==> src/rtl/qed_issue_scheduler_pkg.sv <==
// Shared QED types and constants for the original/duplicate issue scheduler.
// Holds the scheduler state encoding, the instruction width and the default buffer depth.
package qed_issue_scheduler_pkg;

    localparam int unsigned INSTR_W           = 32;
    localparam int unsigned QED_DEPTH_DEFAULT = 16;

    typedef enum logic [1:0] {
        PASS = 2'd0,
        ORIG = 2'd1,
        DUP  = 2'd2
    } qed_state_e;

    // Registered issue payload toward the instruction modifier / QED mux
    typedef struct packed {
        logic [INSTR_W-1:0] instr;
        logic               valid;
        logic               select;
    } qed_issue_t;

endpackage

==> src/rtl/qed_orig_fifo.sv <==
// In-order circular buffer of issued originals, replayed later as duplicates.
// Pointers and count are reset; the storage array is not.
module qed_orig_fifo
    import qed_issue_scheduler_pkg::*;
#(
    parameter int unsigned DEPTH  = QED_DEPTH_DEFAULT,
    parameter int unsigned CNT_W  = $clog2(DEPTH) + 1,
    parameter int unsigned DATA_W = INSTR_W
) (
    input  logic              clk,
    input  logic              rst,
    input  logic              push,
    input  logic [DATA_W-1:0] push_data,
    input  logic              pop,
    output logic [DATA_W-1:0] pop_data,
    output logic [CNT_W-1:0]  count,
    output logic              full,
    output logic              empty
);

    localparam int unsigned PTR_W = $clog2(DEPTH);

    logic [DATA_W-1:0] mem [DEPTH];
    logic [PTR_W-1:0]  rd_ptr;
    logic [PTR_W-1:0]  wr_ptr;
    logic              do_push;
    logic              do_pop;

    assign full     = (count == CNT_W'(DEPTH));
    assign empty    = (count == '0);
    assign do_push  = push && !full;
    assign do_pop   = pop && !empty;
    assign pop_data = mem[rd_ptr];

    // Pointers wrap naturally because DEPTH is a power of two
    always_ff @(posedge clk) begin
        if (rst) begin
            rd_ptr <= '0;
            wr_ptr <= '0;
            count  <= '0;
        end else begin
            if (do_push) wr_ptr <= wr_ptr + PTR_W'(1);
            if (do_pop)  rd_ptr <= rd_ptr + PTR_W'(1);
            case ({do_push, do_pop})
                2'b10:   count <= count + CNT_W'(1);
                2'b01:   count <= count - CNT_W'(1);
                default: count <= count;
            endcase
        end
    end

    always_ff @(posedge clk) begin
        if (do_push) mem[wr_ptr] <= push_data;
    end

endmodule

==> src/rtl/qed_issue_scheduler.sv <==
// Issues fetched originals, buffers them in ORIG mode and replays them as
// duplicates (qed_select=1) while holding fetch; registered pass-through when QED is off.
module qed_issue_scheduler
    import qed_issue_scheduler_pkg::*;
#(
    parameter int unsigned DEPTH = QED_DEPTH_DEFAULT,
    parameter int unsigned CNT_W = $clog2(DEPTH) + 1
) (
    input  logic               clk,
    input  logic               rst,
    input  logic               ena,
    input  logic               stall,
    input  logic [INSTR_W-1:0] ifu_instruction,
    input  logic               ifu_valid,
    input  logic               sync,
    output logic               ifu_hold,
    output logic [INSTR_W-1:0] qic_qimux_instruction,
    output logic               issue_valid,
    output logic               qed_select,
    output logic [CNT_W-1:0]   qic_count
);

    qed_state_e         state;
    qed_state_e         next_state;
    qed_issue_t         issue_q;
    qed_issue_t         issue_d;
    logic               advance;
    logic               push;
    logic               pop;
    logic [INSTR_W-1:0] pop_data;
    logic [CNT_W-1:0]   count;
    logic [CNT_W-1:0]   count_after_push;
    logic               fifo_full;
    logic               fifo_empty;

    qed_orig_fifo #(
        .DEPTH  (DEPTH),
        .CNT_W  (CNT_W),
        .DATA_W (INSTR_W)
    ) u_orig_fifo (
        .clk       (clk),
        .rst       (rst),
        .push      (push),
        .push_data (ifu_instruction),
        .pop       (pop),
        .pop_data  (pop_data),
        .count     (count),
        .full      (fifo_full),
        .empty     (fifo_empty)
    );

    assign advance          = !stall;
    assign count_after_push = count + CNT_W'(push);

    // Next state, buffer control and next issue word
    always_comb begin
        next_state = state;
        push       = 1'b0;
        pop        = 1'b0;
        issue_d    = issue_q;
        if (advance) begin
            issue_d.valid  = 1'b0;
            issue_d.select = 1'b0;
            case (state)
                PASS: begin
                    if (ifu_valid) begin
                        issue_d.instr = ifu_instruction;
                        issue_d.valid = 1'b1;
                    end
                    if (ena) next_state = ORIG;
                end
                ORIG: begin
                    if (ifu_valid) begin
                        issue_d.instr = ifu_instruction;
                        issue_d.valid = 1'b1;
                        push          = !fifo_full;
                    end
                    if ((count_after_push == CNT_W'(DEPTH)) ||
                        ((count_after_push != '0) && (sync || !ena))) begin
                        next_state = DUP;
                    end else if (!ena) begin
                        next_state = PASS;
                    end
                end
                DUP: begin
                    if (!fifo_empty) begin
                        pop            = 1'b1;
                        issue_d.instr  = pop_data;
                        issue_d.valid  = 1'b1;
                        issue_d.select = 1'b1;
                    end
                    // Drain finishes on the pop that empties the buffer
                    if (count <= CNT_W'(1)) next_state = ena ? ORIG : PASS;
                end
                default: next_state = PASS;
            endcase
        end
    end

    always_ff @(posedge clk) begin
        if (rst) begin
            state   <= PASS;
            issue_q <= '0;
        end else begin
            state   <= next_state;
            issue_q <= issue_d;
        end
    end

    assign ifu_hold              = (state == DUP);
    assign qic_qimux_instruction = issue_q.instr;
    assign issue_valid           = issue_q.valid;
    assign qed_select            = issue_q.select;
    assign qic_count             = count;

endmodule

==> config.mk <==
export PLATFORM = sky130hd
export DESIGN_NAME = qed_issue_scheduler
export DESIGN_NICKNAME = d
export VERILOG_FILES = /design/src/rtl/qed_issue_scheduler_pkg.sv /design/src/rtl/qed_orig_fifo.sv /design/src/rtl/qed_issue_scheduler.sv
export SDC_FILE = /design/constraint.sdc
export NUM_CORES = 1
export LEC_CHECK = 0
export ABC_AREA = 1
export BUFFER_PORTS_ARGS = -buffer_cell sky130_fd_sc_hd__buf_2
export CAP_MARGIN = 5
export CELL_PAD_IN_SITES_DETAIL_PLACEMENT = 1
export CELL_PAD_IN_SITES_GLOBAL_PLACEMENT = 2
export CORE_ASPECT_RATIO = 1.4
export CORE_UTILIZATION = 42
export DETAILED_ROUTE_END_ITERATION = 8
export GPL_TIMING_DRIVEN = 1
export PLACE_DENSITY_LB_ADDON = 0.1
export SLEW_MARGIN = 20
export SYNTH_ARGS = -nofsm -noshare
export SYNTH_HDL_FRONTEND = slang
export SYNTH_SLANG_ARGS = --single-unit
==> constraint.sdc <==
create_clock -name clk -period 4 [get_ports clk]
set_input_delay 0.6 -clock clk [delete_from_list [all_inputs] [get_ports clk]]
set_output_delay 0.6 -clock clk [all_outputs]
set_load 0.03 [all_outputs]
# After elaboration in Yosys (flattened, before gate mapping)
# Memories as Yosys holds them, arrays and structs flattened. A register that Yosys moved wholly into a read port is not among the register bits.
# Cells that the tools add are included.
# Widths: inputs -> output; s select.
# totals
ff_bits,49
latch_bits,0
ramBits,512
mem_bits_ro,0
inputBits,38
output_inout_bits,40
wordCells,63
mem_count,1
# memory_table
name,depth,word_bits,rd,rd_ports_with_merged_regs,wr,line_no,rtl
u_orig_fifo.mem,16,32,1,1,1,qed_orig_fifo.sv:23,logic [DATA_W-1:0] mem [DEPTH];
# op_classes
addsub,5
multipliers,0
div_mod_pow,0
n_lt_le_gt_ge,1
n_eq_ne,11
shift,0
n_mux,21
bitwise_logic,1
n_reduce_logical,16
# op_table
cell,count
$pmux 33 s2,1
$mux 34,1
$mux 33,1
$eq 5x5->1 const B,2
$mux 1,10
$pmux 5 s2,1
$add 4x1->4 const B,2
$mux 2,4
$mux 4,2
$reduce_and 4->1,2
$pmux 2 s3,1
$add 5x1->5,1
$add 5x1->5 const B,1
$le 5x1->1 const B,1
$logic_not 5->1,1
$reduce_bool 5->1,1
$sub 5x1->5 const B,1
$eq 2x1->1 const B,2
$eq 2x2->1 const B,2
$ne 2x1->1 const B,2
$ne 2x2->1 const B,2
$reduce_bool 2->1,2
$logic_and 1x1->1,3
$logic_not 1->1,3
other kinds (5),6

# Longest topological paths before layout
# Gate-level depths: netlist of run 1.
# depth
depth_word,11
ltp_mapped,17
ltp_nobuf,17

# Modules after synthesis
# Synthesis of run 1 repeated with hierarchy kept, for this count alone.
# unflattened
cells_unflattened,1688
hier_area_um2,23134.7
# by_module_without_submodules
mod,instances,cells_each,area_each_um2,seq_area_each_um2
qed_orig_fifo,1,1479,21390.5,15715.1
qed_issue_scheduler,1,209,1744.2,720.7

# Worst setup path before layout of run 1
# No wires, ideal clock.
# synth_path
kind,register to register
startpoint,reg u_orig_fifo.count[0]
endpoint,mem u_orig_fifo.mem[11][0] in the netlist's numbering (enable)
setup_time_ps,421
arrival_time_ps,2842
required_ps,3579
path_slack_ps,737
stages_incl_launch_ff,8
n_path_buf,0
synth_period_minus_slack_ps,3263
cell_sequence,dfxtp_1 -> inv_1 -> ha_1 -> nand2_1 -> nor2_1 -> nor3_4 -> nand2_1 -> nor2_1
# synth_between
elab_chain_len,8
# synth_lines
element,line_no,rtl
"start, declared",qed_orig_fifo.sv:16,"output logic [CNT_W-1:0] count,"
"start signal, assigned",qed_orig_fifo.sv:45,2'b10: count <= count + CNT_W'(1);
"start signal, assigned",qed_orig_fifo.sv:46,2'b01: count <= count - CNT_W'(1);
"start signal, assigned",qed_orig_fifo.sv:47,default: count <= count;
$eq 5x5->1 (*),qed_orig_fifo.sv:29,assign full = (count == CNT_W'(DEPTH));
$logic_not 1->1 (*),"qed_orig_fifo.sv:31, qed_issue_scheduler.sv:76",
$mux 1,qed_issue_scheduler.sv:73,if (ifu_valid) begin
$mux 1,qed_issue_scheduler.sv:64,case (state)
$mux 1,qed_issue_scheduler.sv:61,if (advance) begin
$logic_and 1x1->1 (*),qed_orig_fifo.sv:31,assign do_push = push && !full;
$mux 1 (*),qed_orig_fifo.sv:53,if (do_push) mem[wr_ptr] <= push_data;
$mux 1 (not written as such) (*),qed_orig_fifo.sv:53,
"end, declared",qed_orig_fifo.sv:23,
# Mark *: on every way between the ends. The rest lies on a longest branch, timed or not.

# Final worst setup path of run 1
# layout_path
startpoint,reg u_orig_fifo.count[0]
endpoint,mem u_orig_fifo.mem[9][22] in the netlist's numbering (enable)
# Same word-level chain as after synthesis.

==> impl_metrics.tcl, run 1 <==
set metrics [dict create \
    period_minus_slack_ps 2800 \
    tightest_slew_ps 1110 \
    start_kind "register" \
    die_area_sq_um 57500 \
    worstPathCellList "inv_1 > ha_1 > nand2_1 > nor2_1 > nor3_4 > nand2_1 > nor2_4 > buf_4" \
    synth.most_common_cell "edfxtp_1" \
    root_buffer "clkbuf_16" \
    path_class "reg2reg" \
    initial_core_util_pct 42.7 \
    cts_resized 0 \
    cts.hold.buffers_added 0 \
    power.density_nw_per_um2 458 \
    yosys.area.top_type "edfxtp_1" \
    synthAdderAreaFrac_pct 0.632 \
    drv_slew 0 \
    firstDrtPassIters 5 \
    synthToLayoutAreaGrowth_pct 12.9 \
    grt.total_usage_pct 22.3 \
    synth_flop_cell "edfxtp_1" \
    vdd_drop_max_uv 327 \
    hold_class "in2reg" \
    grt_pass1_vias 15892 \
    drive_gt1_share_pct 15.1 \
    grt_first_pass_wirelength_um 96500 \
    die_y_um 283 \
    slowest_delay_ps 620 \
    yosys_warnings 0 \
    grt_setup_unrepaired "no" \
    cp-end-kind "register" \
    io_buffers 77 \
    hold_viol 0 \
    ys_seq_elements 565 \
    cts_buffer_depth 3 \
    arrival_ps 3110 \
    cts.clk_slew.worst_paths_ps 60 \
    syn_avg_cell_area_sq_um 12.1 \
    avgRoutedWirePerCell_um 22.5 \
    cp.required_ps 4300 \
    ant_nets 0 \
    cts_tree "yes" \
    hold_end "state[0]$_SDFFE_PP0P_" \
    crit_slowest_cell "nor2_4" \
    rr_endpoint "u_orig_fifo.mem[9][22]$_DFFE_PP_" \
    cts_made_buffers 56 \
    crit_fanout 17 \
    fin_skew_ps 13.7 \
    clock_latency_ps 610 \
    place.gp.congestion 0.730 \
    drc 0 \
    routed_wl_um 63000 \
    synthTopCellsByCount "512 x edfxtp_1, 281 x nand2_1, 279 x inv_1" \
    fin_ws_ps 1200 \
    viasPerCell 5.36 \
    nets 2078 \
    p_leak_nw 9.31 \
    hpwlAfterDp_um 35200 \
    synth_cell_type_count 30 \
    synthXorXnorAreaFrac_pct 0.0369 \
    cpMostUsedCell "nand2_1" \
    setup_viol_count_final 0 \
    syn-cell-area_sq_um 23700 \
    synthArstFlopShare_pct 0 \
    n_antenna_cell 0 \
    io_pins 78 \
    synthTopCellsByArea "edfxtp_1 65%, o211ai_1 5.8%, dfxtp_1 4.5%" \
    maxSlewHeadroom_pct 26.0 \
    clock-sinks 565 \
    min_path_cells 2 \
    synth_mux_area_share_pct 0 \
    synth_compound_area_share_pct 12.8 \
    finalCritPeriodShare_pct 70.1 \
    synth_top_family_by_area "compound AO/OA/AOI/OAI gates" \
    antenna_found_initial 0 \
    synthSimpleGateAreaFrac_pct 9.65 \
    synth_edf_count 512 \
    preCtsSetupSlack_ps 1100 \
    max_freq_mhz 357 \
    synthDominantCellAreaShare_pct 64.8 \
    post-cts-setup-buffers 0 \
    seq_area_frac_synth_pct 69.2 \
    postSynthCellCount 1969 \
    cts-htree-levels 2 \
    syn_nets 2019 \
    r2r-start "u_orig_fifo.count[0]$_SDFFE_PP0P_" \
    status "finished, final reports clean" \
    drv_cap 0 \
    die_x_um 203 \
    r2r_slack_ps 1200 \
    fin_setup_tns_ps 0 \
    hp-start "rst" \
    total_power_mw 12.3 \
    grt_max_degree 93 \
    gr-total-overflow 0 \
    rows 102 \
    drtIter0Drc 731 \
    r2r_cells 8 \
    fp.coreArea_sq_um 55600 \
    vias 15043 \
]
## worst max path at each step
stage                                       from                               end  depth (start not counted)
6_report       u_orig_fifo.count[0]$_SDFFE_PP0P_  u_orig_fifo.mem[9][22]$_DFFE_PP_                          8
5_1_grt        u_orig_fifo.count[1]$_SDFFE_PP0P_  u_orig_fifo.mem[9][22]$_DFFE_PP_                          8
4_1_cts        u_orig_fifo.count[0]$_SDFFE_PP0P_  u_orig_fifo.mem[9][15]$_DFFE_PP_                          8
3_5_place_dp                           ifu_valid  u_orig_fifo.mem[9][15]$_DFFE_PP_                          8
3_3_place_gp                           ifu_valid  u_orig_fifo.mem[9][17]$_DFFE_PP_                          8
2_1_floorplan  u_orig_fifo.count[0]$_SDFFE_PP0P_  u_orig_fifo.mem[11][0]$_DFFE_PP_                          7
## where the power goes
group | switching (mW) | total (mW) | internal [mW] | leakage (nW)
sequential | 0.0189 | 6.48 | 6.46 | 5.04
combinational | 0.251 | 0.323 | 0.0719 | 3.36
clock | 2.28 | 5.49 | 3.20 | 0.911
total | 2.56 | 12.3 | 9.74 | 9.31
## cell usage in the layout (no fill, tap or decap), types with 5 or more instances in the layout
| cell | count |
|---|---|
| clkinvlp_4 | 6 |
| inv_2 | 5 |
| inv_1 | 276 |
| clkinv_2 | 8 |
| dfxtp_1 | 49 |
| ha_1 | 12 |
| edfxtp_1 | 512 |
| nor2_1 | 14 |
| buf_4 | 35 |
| clkbuf_1 | 12 |
| buf_2 | 77 |
| nand3_1 | 202 |
| clkbuf_16 | 57 |
| o21ai_1 | 31 |
| nand2_1 | 281 |
| buf_12 | 11 |
| o211ai_1 | 184 |
| a21oi_2 | 70 |
| clkinv_1 | 11 |
| bufinv_16 | 8 |
| nor2_4 | 20 |
| a21oi_1 | 88 |
| o21ai_0 | 85 |
## per-layer routing
metal  global-route usage [%]  vias to the layer above  wire length [um]
li1                         -                     7078                 -
met1                     28.3                     7652             26800
met2                     40.2                      231             33000
met3                     2.53                       82              1970
met4                     5.68                        0              1270
met5                        0                        -                 0
## kinds of logic after synthesis
family / count (synthesis)
XOR/XNOR: 1
AO/OA/AOI/OAI: 460
adder cells (fa/ha/maj): 12
AND/OR/NAND/NOR: 524
flip-flops: 565
buffers and inverters: 407
## sequential cells by signal, summed over array words and instances (netlist names), named ones only
| signal | count |
|---|---|
| u_orig_fifo.mem | 512 |
| qic_qimux_instruction | 32 |
| u_orig_fifo.count | 5 |
| u_orig_fifo.rd_ptr | 4 |
| u_orig_fifo.wr_ptr | 4 |
| state | 2 |
| issue_valid | 1 |
| qed_select | 1 |
## through the flow
stage / hold slack (ps) / area (sq um) / cells / utilization [%]
after detailed placement: 464 / 24900 / 2698 / 44.8
after global placement: 445 / 24900 / 2698 / 44.8
final: 256 / 26800 / 2804 / 48.2
after CTS: 221 / 26800 / 2804 / 48.2
after global routing: 254 / 26800 / 2804 / 48.2
after floorplan: 461 / 23700 / 1969 / -
## worst max-delay path, delay by kind of cell, from the launching register on
family / cells / cell delay (ps)
buffers and inverters: 2 / 440
adders and majority gates: 1 / 230
and+or+nand+nor: 5 / 1370
DFF: 1 / 470
## area by class of cell
| cell class | count | area, sq um |
|---|---|---|
| sequential | 565 | 16400 |
| timing repair buffer | 123 | 868 |
| clock inverter | 33 | 375 |
| clock buffer | 73 | 1530 |
| tap | 728 | 911 |
| multi-input combinational | 997 | 5600 |
| inverter | 285 | 1080 |
| fill | 5823 | 28800 |
No activity file was read; power rests on OpenSTA's default activity.
==> run 2: changes to the inputs <==
Clock period 4 ns to 2.6 ns, I/O delays scaled along.
==> run 2 against run 1 <==
Effect of this change: count of clock-buffer cells in the layout shrank 3; die area did not move; combinational power up 63%; non-clock buffer count grew 24; maximum frequency is 25% higher; register-to-register slack worse by 840 ps; global-route usage grew 1.1 points.
==> impl_metrics.tcl, run 2 (synthesis gave the netlist of run 1 again) <==
set metrics [dict create \
    setup_viol_count_final 0 \
    avgRoutedWirePerCell_um 23.3 \
    cts_made_buffers 56 \
    grt_first_pass_wirelength_um 100000 \
    io_pins 78 \
    firstDrtPassIters 4 \
    synthToLayoutAreaGrowth_pct 13.8 \
    final_common_cell "edfxtp_1" \
    grt_setup_unrepaired "no" \
    cts.hold.buffers_added 0 \
    clock_latency_ps 610 \
    vdd_drop_max_uv 506 \
    start_kind "register" \
    stdcell_count 2823 \
    die_y_um 283 \
    status "finished, final reports clean" \
    nets 2102 \
    drc 0 \
    finalCritPeriodShare_pct 86.1 \
    routed_wl_um 65900 \
    drive_gt1_share_pct 15.8 \
    hold_class "in2reg" \
    cts_buffer_depth 3 \
    crit_fanout 4 \
    drtIter0Drc 975 \
    n_antenna_cell 0 \
    total_power_mw 18.6 \
    place.gp.congestion 0.749 \
    maxSlewHeadroom_pct 45.9 \
    initial_core_util_pct 42.7 \
    fin_util_pct 48.5 \
    cts-htree-levels 2 \
    cts_resized 0 \
    arrival_ps 2770 \
    gr-total-overflow 0 \
    finalInstanceArea_sq_um 27000 \
    drv_slew 0 \
    path_class "reg2reg" \
    ant_nets 0 \
    max_freq_mhz 447 \
    grt.total_usage_pct 23.4 \
    regMostFlops "u_orig_fifo.mem" \
    grt_max_degree 147 \
    cts.clk_slew.worst_paths_ps 60 \
    fp.coreArea_sq_um 55600 \
    dp.cells 2722 \
    die_area_sq_um 57500 \
    nFillCells 5859 \
    final_cell_mix "512 x edfxtp_1, 281 x nand2_1, 276 x inv_1, 202 x nand3_1, 184 x o211ai_1" \
    viasPerCell 5.42 \
    rows 102 \
    fin_setup_tns_ps 0 \
    hold_viol 0 \
    largest_reg_flops 512 \
    hpwlAfterDp_um 39800 \
    tightest_slew_ps 812 \
    dpl_cell_area_sq_um 25200 \
    power.density_nw_per_um2 687 \
    cp-end-kind "register" \
    antenna_found_initial 2 \
    grt_pass1_vias 16043 \
    drv_cap 0 \
    post-cts-setup-buffers 0 \
    fin_skew_ps 15.1 \
    die_x_um 203 \
    clock-sinks 565 \
    vias 15294 \
    period_minus_slack_ps 2240 \
    cp.required_ps 3130 \
    cts_tree "yes" \
    p_leak_nw 9.43 \
    io_buffers 77 \
    root_buffer "clkbuf_16" \
]
## run 2: changes by cell type in the layout (fill, tap and decap cells not counted), sizes merged
cell      before  now
inv          285  284
clkinvlp       6    3
buf          123  147
clkinv        19   23
clkbuf        73   70
bufinv         8    6
## run 2: worst paths after layout
path / start / end / slack [ps] / cells past startpoint
max: u_orig_fifo.count[1]$_SDFFE_PP0P_ / state[1]$_SDFFE_PP0P_ / 360 / 15
min: rst / qed_select$_SDFFE_PP0N_ / 50 / 2
min reg2reg: qed_select$_SDFFE_PP0N_ / qed_select$_SDFFE_PP0N_ / 470 / 2
max reg2reg: u_orig_fifo.count[1]$_SDFFE_PP0P_ / state[1]$_SDFFE_PP0P_ / 360 / 15
## run 2: stage by stage
step,worst slack (ps),hold slack [ps]
global route,41.9,33.1
CTS,320,18.9
finish,360,54.8
global placement,326,465
detailed placement,293,471
floorplan,-184,459
## run 2: metal layers
layer / GRT usage [%] / vias to the layer above / share of wire, %
met5: 0 / - / 0.015
met4: 7.26 / 2 / 2.8
met3: 3.55 / 89 / 3.8
met2: 41.1 / 256 / 52
met1: 29.5 / 7821 / 42
li1: - / 7126 / -
## run 2: where the power goes
part / internal (mW) / switching, mW / leakage (nW)
registers: 9.94 / 0.0236 / 5.04
clock network: 4.62 / 3.45 / 0.870
logic: 0.118 / 0.409 / 3.52
## run 2: area by class of cell
| class | count | area (sq um) | area share, % |
|---|---|---|---|
| Clock buffer | 70 | 1490 | 5.50 |
| Clock inverter | 31 | 307 | 1.13 |
| Inverter | 285 | 1080 | 4.00 |
| Multi-Input combinational cell | 997 | 5600 | 20.7 |
| Sequential cell | 565 | 16400 | 60.9 |
| Tap cell | 728 | 911 | 3.37 |
| Timing Repair Buffer | 147 | 1190 | 4.39 |
## run 2: worst max-delay path, cell delays in order, from the launching register on
cell,delay [ps]
dfxtp_1,310
inv_1,120
ha_1,180
nand2_1,60
nor2_1,180
nor3_4,60
ha_1,210
ha_1,270
o21bai_1,160
nor2_1,150
nand2_1,70
nand2_1,80
nand3_1,90
nand2_1,80
nand2_1,50
a21oi_1,130
